--- config.mk ---
export PLATFORM = sky130hd
export DESIGN_NAME = tx_link_arb
export DESIGN_NICKNAME = d
export VERILOG_FILES = /design/src/rtl/tx_arb_pkg.sv /design/src/rtl/tx_arb_watchdog.sv /design/src/rtl/tx_link_arb.sv
export SDC_FILE = /design/constraint.sdc
export NUM_CORES = 1
export LEC_CHECK = 0
export BUFFER_PORTS_ARGS = -buffer_cell sky130_fd_sc_hd__buf_2
export CORE_MARGIN = 1
export CORE_UTILIZATION = 40
export DETAILED_ROUTE_END_ITERATION = 10
export GPL_ROUTABILITY_DRIVEN = 1
export HOLD_SLACK_MARGIN = 0.02
export MAX_ROUTING_LAYER = met4
export PLACE_DENSITY = 0.64
export SLEW_MARGIN = 20
export SYNTH_ARGS = -nofsm -noshare
export SYNTH_HDL_FRONTEND = slang
export SYNTH_SLANG_ARGS = --single-unit
--- constraint.sdc ---
create_clock -name clk -period 1.9 [get_ports clk]
set_clock_uncertainty 0.1 [all_clocks]
set_input_delay 0.38 -clock clk [delete_from_list [all_inputs] [get_ports clk]]
set_output_delay 0.38 -clock clk [all_outputs]
set_load 0.03 [all_outputs]
--- src/rtl/tx_arb_pkg.sv ---
// Shared types, grant encodings and the round-robin pick for the TX link arbiter.
package tx_arb_pkg;

    localparam int N_REQ = 2;

    typedef enum logic [1:0] {
        IDLE = 2'd0,
        BUSY = 2'd1,
        GAP  = 2'd2
    } state_t;

    localparam logic [N_REQ-1:0] GNT_NONE = 2'b00;
    localparam logic [N_REQ-1:0] GNT_0    = 2'b01;
    localparam logic [N_REQ-1:0] GNT_1    = 2'b10;

    // Winner index among requesters. Only meaningful when at least one
    // request bit is set. On contention the requester that was not served
    // last wins.
    function automatic logic pick_winner(input logic [N_REQ-1:0] req,
                                         input logic             last);
        if (req == 2'b11) begin
            return ~last;
        end
        return req[1];
    endfunction

    function automatic logic [N_REQ-1:0] idx_to_gnt(input logic idx);
        return idx ? GNT_1 : GNT_0;
    endfunction

endpackage

--- src/rtl/tx_arb_watchdog.sv ---
// Loadable saturating up-counter with synchronous clear and a terminal-count
// compare. Used both as the BUSY watchdog and as the GAP turnaround counter.
module tx_arb_watchdog #(
    parameter int WIDTH = 4
) (
    input  logic             clk,
    input  logic             rst,
    input  logic             i_clr,
    input  logic             i_load,
    input  logic [WIDTH-1:0] i_load_val,
    input  logic             i_en,
    input  logic [WIDTH-1:0] i_tc_val,
    output logic             o_tc
);

    logic [WIDTH-1:0] r_count;

    // Count up while enabled, sticking at all-ones instead of wrapping.
    always_ff @(posedge clk or posedge rst) begin
        if (rst) begin
            r_count <= '0;
        end else if (i_clr) begin
            r_count <= '0;
        end else if (i_load) begin
            r_count <= i_load_val;
        end else if (i_en && (r_count != '1)) begin
            r_count <= r_count + WIDTH'(1);
        end
    end

    assign o_tc = (r_count == i_tc_val);

endmodule

--- src/rtl/tx_link_arb.sv ---
// Shares one serial RX-facing link between two TX units: round-robin grant,
// combinational data/valid/ready steering, release on a rising finish of the
// granted TX, watchdog abort on a stuck transfer, and a turnaround gap.
module tx_link_arb
    import tx_arb_pkg::*;
#(
    parameter int TIMEOUT    = 64,
    parameter int GAP_CYCLES = 1
) (
    input  logic             clk,
    input  logic             clr,
    input  logic [N_REQ-1:0] req,
    input  logic [N_REQ-1:0] tx_vld_i,
    input  logic [N_REQ-1:0] tx_data_i,
    input  logic [N_REQ-1:0] tx_finish_i,
    input  logic             rx_ready,
    output logic [N_REQ-1:0] rx_ready_o,
    output logic             link_data,
    output logic             link_vld,
    output logic [N_REQ-1:0] gnt,
    output logic             busy,
    output logic [N_REQ-1:0] abort,
    output logic             timeout_err
);

    localparam int WD_W  = $clog2(TIMEOUT);
    localparam int GAP_W = $clog2(GAP_CYCLES + 1);
    localparam logic [WD_W-1:0]  WD_TC  = WD_W'(TIMEOUT - 1);
    localparam logic [GAP_W-1:0] GAP_TC = GAP_W'(GAP_CYCLES - 1);

    state_t           r_state;
    logic [N_REQ-1:0] r_gnt;
    logic             r_last;
    logic             r_busy;
    logic [N_REQ-1:0] r_abort;
    logic             r_timeout_err;
    logic [N_REQ-1:0] r_fin_q;

    logic             w_g;
    logic             w_fin_evt;
    logic             w_wd_tc;
    logic             w_gap_tc;

    // The grant is one-hot, so its upper bit is the granted index.
    assign w_g       = r_gnt[1];
    assign w_fin_evt = |(r_gnt & tx_finish_i & ~r_fin_q);

    // Watchdog runs only in BUSY and restarts from zero on every grant.
    tx_arb_watchdog #(.WIDTH(WD_W)) u_watchdog (
        .clk        (clk),
        .rst        (clr),
        .i_clr      (r_state != BUSY),
        .i_load     (1'b0),
        .i_load_val ('0),
        .i_en       (r_state == BUSY),
        .i_tc_val   (WD_TC),
        .o_tc       (w_wd_tc)
    );

    // Gap counter runs only in GAP and restarts from zero on every release.
    tx_arb_watchdog #(.WIDTH(GAP_W)) u_gap_cnt (
        .clk        (clk),
        .rst        (clr),
        .i_clr      (r_state != GAP),
        .i_load     (1'b0),
        .i_load_val ('0),
        .i_en       (r_state == GAP),
        .i_tc_val   (GAP_TC),
        .o_tc       (w_gap_tc)
    );

    // Registered copy of the finish levels for rising-edge detection.
    always_ff @(posedge clk or posedge clr) begin
        if (clr) begin
            r_fin_q <= '0;
        end else begin
            r_fin_q <= tx_finish_i;
        end
    end

    // Grant FSM with registered grant, busy and abort/timeout pulses.
    always_ff @(posedge clk or posedge clr) begin
        if (clr) begin
            r_state       <= IDLE;
            r_gnt         <= GNT_NONE;
            r_last        <= 1'b1;
            r_busy        <= 1'b0;
            r_abort       <= '0;
            r_timeout_err <= 1'b0;
        end else begin
            // NOTE: pulses default low here so any branch that does not raise
            // them yields a single-cycle strobe; later assignments win.
            r_abort       <= '0;
            r_timeout_err <= 1'b0;
            case (r_state)
                IDLE: begin
                    if (|req) begin
                        r_gnt   <= idx_to_gnt(pick_winner(req, r_last));
                        r_busy  <= 1'b1;
                        r_state <= BUSY;
                    end
                end
                BUSY: begin
                    if (w_fin_evt) begin
                        r_last  <= w_g;
                        r_gnt   <= GNT_NONE;
                        r_busy  <= 1'b0;
                        r_state <= GAP;
                    end else if (w_wd_tc) begin
                        r_abort       <= r_gnt;
                        r_timeout_err <= 1'b1;
                        r_last        <= w_g;
                        r_gnt         <= GNT_NONE;
                        r_busy        <= 1'b0;
                        r_state       <= GAP;
                    end
                end
                GAP: begin
                    if (w_gap_tc) begin
                        r_state <= IDLE;
                    end
                end
                default: begin
                    r_state <= IDLE;
                    r_gnt   <= GNT_NONE;
                    r_busy  <= 1'b0;
                end
            endcase
        end
    end

    // Grant is 00 outside BUSY, so masking with it also zeroes the link there.
    assign rx_ready_o  = r_gnt & {N_REQ{rx_ready}};
    assign link_data   = |(r_gnt & tx_data_i);
    assign link_vld    = |(r_gnt & tx_vld_i);
    assign gnt         = r_gnt;
    assign busy        = r_busy;
    assign abort       = r_abort;
    assign timeout_err = r_timeout_err;

endmodule
==> metrics.txt <==
leakage=0.497 nW; post-synthesis register bit count=18; synth warn=0; dpl hpwl=1060 um; Total GRT Usage=0.147; TritonCTS clock tree=yes; Post-synth EDFFs=0; Die W=47.7 um; Worst-Margin Slew=0.671 ns; FILL cells=192; I/O Buffers=20; final instance area=1000 um^2; Die Span Y=47.7 um; DRT Pass-1 Iters=4; Clk Tree Root Cell=clkbuf_4; ANT nets after route=0; synthesized cell area=835 um^2; CP max FO=9; core area=0.00196 mm^2; Post-synth ARST share=1.00; largest net degree at the start of global routing=19; Period minus WS final=1.66 ns; cell with the most instances after synthesis=dfrtp_1; Site Rows=16; CP max stage cell=dfrtp_1; Finish-stage setup viols=0; Critical Path AT=1.18 ns; Skew-Pair Late Insertion Delay=0.29 ns; Remaining Overflow, GRT=0; slew margin rel.=0.552; post-CTS sizing=0; # Post-CTS Setup Buffers=0; Slew Limit Fails=0; Reg area=452 um^2; clk slew on worst S/H paths=0.11 ns; Synth top cells by count=dfrtp_1, nor2_1, nand2_1; n_diodes=0; Wirelength per Cell=11.5 um; Setup TNS=0 ns; critical path class=reg -> out; MaxCap Viol Count=0; Final Cycle Share=0.874; RSZ-0062 raised after global routing=false; clk sinks=18; Flop pwr share=0.448; largest stage delay on the critical path=0.49 ns; DRC Markers=0; Switching Share=0.400; Synth top area share=0.510; Max Clock Freq=0.602 GHz; post-synthesis sequential area ratio=0.541; CP endpoint kind=output port; DRT iter0 DRCs=5; Power Dens Cells=1380 mW/mm^2; CTS Buf Count=3; io pins=21; Synth area leaders=dfrtp_1, dfstp_2, nor2_1, mux2i_1, o22ai_4; Hold-fix buffers, CTS=0; Clock power frac=0.168; R2R depth=5; CTS H-Tree Depth=1; Bufs and invs on worst path=1; Worst setup SP type=flop; Syn Nets=88; net switching power=0.000550 W; Critical Path RT=1.42 ns; vias in the first global route=535; synthesized area per cell=11.0 um^2; Die ar.=0.00227 mm^2; multi-input gate area in the final layout=363 um^2; via count=639; outcome=complete, no violations; fraction of layout cells with a size suffix above 1=0.333; ys flop type=dfrtp_1; Initial Util=0.425; placed inst area=963 um^2; Cells after Synth=76; total wire length=1450 um; Distinct cells, synth=34; CTS max path bufs=2; Cell Chain, Critical Path=a22o_1, buf_2; Vias/cell=5.07; Hold Fails Final Rpt=0; Critical Path Stages=2; initial antenna violation count=0; Yosys top cell by area=dfrtp_1; P_int=0.000825 W; RePlAce Congestion=0.794; Logic pwr share=0.384; first-pass GRT wire length=2220 um; Crit path max-delay family=flip-flops; layout net count=112; Hold/Removal Path Class=in -> async; maximum vdd drop=0.742 mV; synth-to-layout area growth=19.8%
[per-layer routing]
layer  GRT usage  up-vias  routed length, um
met4      0.0556        0                  0
li1            -      317                  -
met5           -        -                  0
met3      0.0453        0                 74
met1       0.181      299                734
met2       0.227       23                643
[metrics by stage]
step	hold WS (ns)	setup slack (ns)	util	total power [W]	cells
6_report	0.0649	0.240	0.510	0.00137	126
5_1_grt	0.0775	0.154	0.510	0.00148	126
4_1_cts	0.0888	0.224	0.510	0.00139	126
3_3_place_gp	0.400	0.445	0.491	0.00115	122
3_5_place_dp	0.406	0.393	0.491	0.00116	122
2_1_floorplan	0.218	0.429	-	0.00102	76
[power groups by stage]
stage                     clock network (W)  registers, W  logic (W)
after CTS                          0.000241      0.000616   0.000535
after global placement                    0      0.000620   0.000526
after global routing               0.000261      0.000634   0.000587
after floorplan                           0      0.000633   0.000384
final                              0.000231      0.000615   0.000528
after detailed placement                  0      0.000624   0.000535
[placed cells by master, fill, tap and decap left out, drive strengths merged]
cell    instances
clkbuf          4
and2b           1
nand3           3
a22o            2
a31oi           1
a31o            1
and3            3
xor2            1
nand2           6
dfstp           1
buf            20
o21ai           3
o22ai           3
and2            2
dfrtp          17
nor3            3
or2             1
nor2            7
mux2i           2
ha              1
nor3b           1
o32a            1
mux2            1
nor2b           1
inv             4
a21oi           3
a211oi          2
nand2b          3
xnor2           1
[kinds of logic (layout without fill, tap and decap cells)]
logic type	Yosys count	count (layout)	share of synthesized area
AO/OA/AOI/OAI	16	16	0.150
XOR/XNOR	2	2	0.0210
adder cells (fa/ha/maj)	1	1	0.0150
buffers and inverters	5	28	0.0240
flip-flops	18	18	0.541
multiplexers	3	3	0.0420
AND/OR/NAND/NOR	31	31	0.207
[flip-flops by register name, indices dropped and copies added (netlist names)]
| name | cells |
|---|---|
| abort | 2 |
| busy | 1 |
| gnt | 2 |
| r_fin_q | 2 |
| r_last | 1 |
| r_state | 2 |
| timeout_err | 1 |
| u_gap_cnt.r_count | 1 |
| u_watchdog.r_count | 6 |
[path summary, 6_finish.rpt]
kind,to,start,slack (ns)
max,link_vld,gnt[1],0.24
min,r_fin_q[0],clr,0.06
max reg2reg,r_last,u_watchdog.r_count[0],0.38
min reg2reg,r_state[1],u_gap_cnt.r_count,0.43
max in group asynchronous,u_gap_cnt.r_count,clr,1.20
min in group clk,r_fin_q[0],tx_finish_i[0],0.10
[final cells by class]
| type | instances | share of cell area |
|---|---|---|
| sequential | 18 | 0.452 |
| multi-input combinational | 53 | 0.363 |
| timing repair buffer | 20 | 0.100 |
| clock buffer | 4 | 0.0363 |
| tap | 27 | 0.0338 |
| inverter | 4 | 0.0150 |
(Power assumes the default switching activity.)
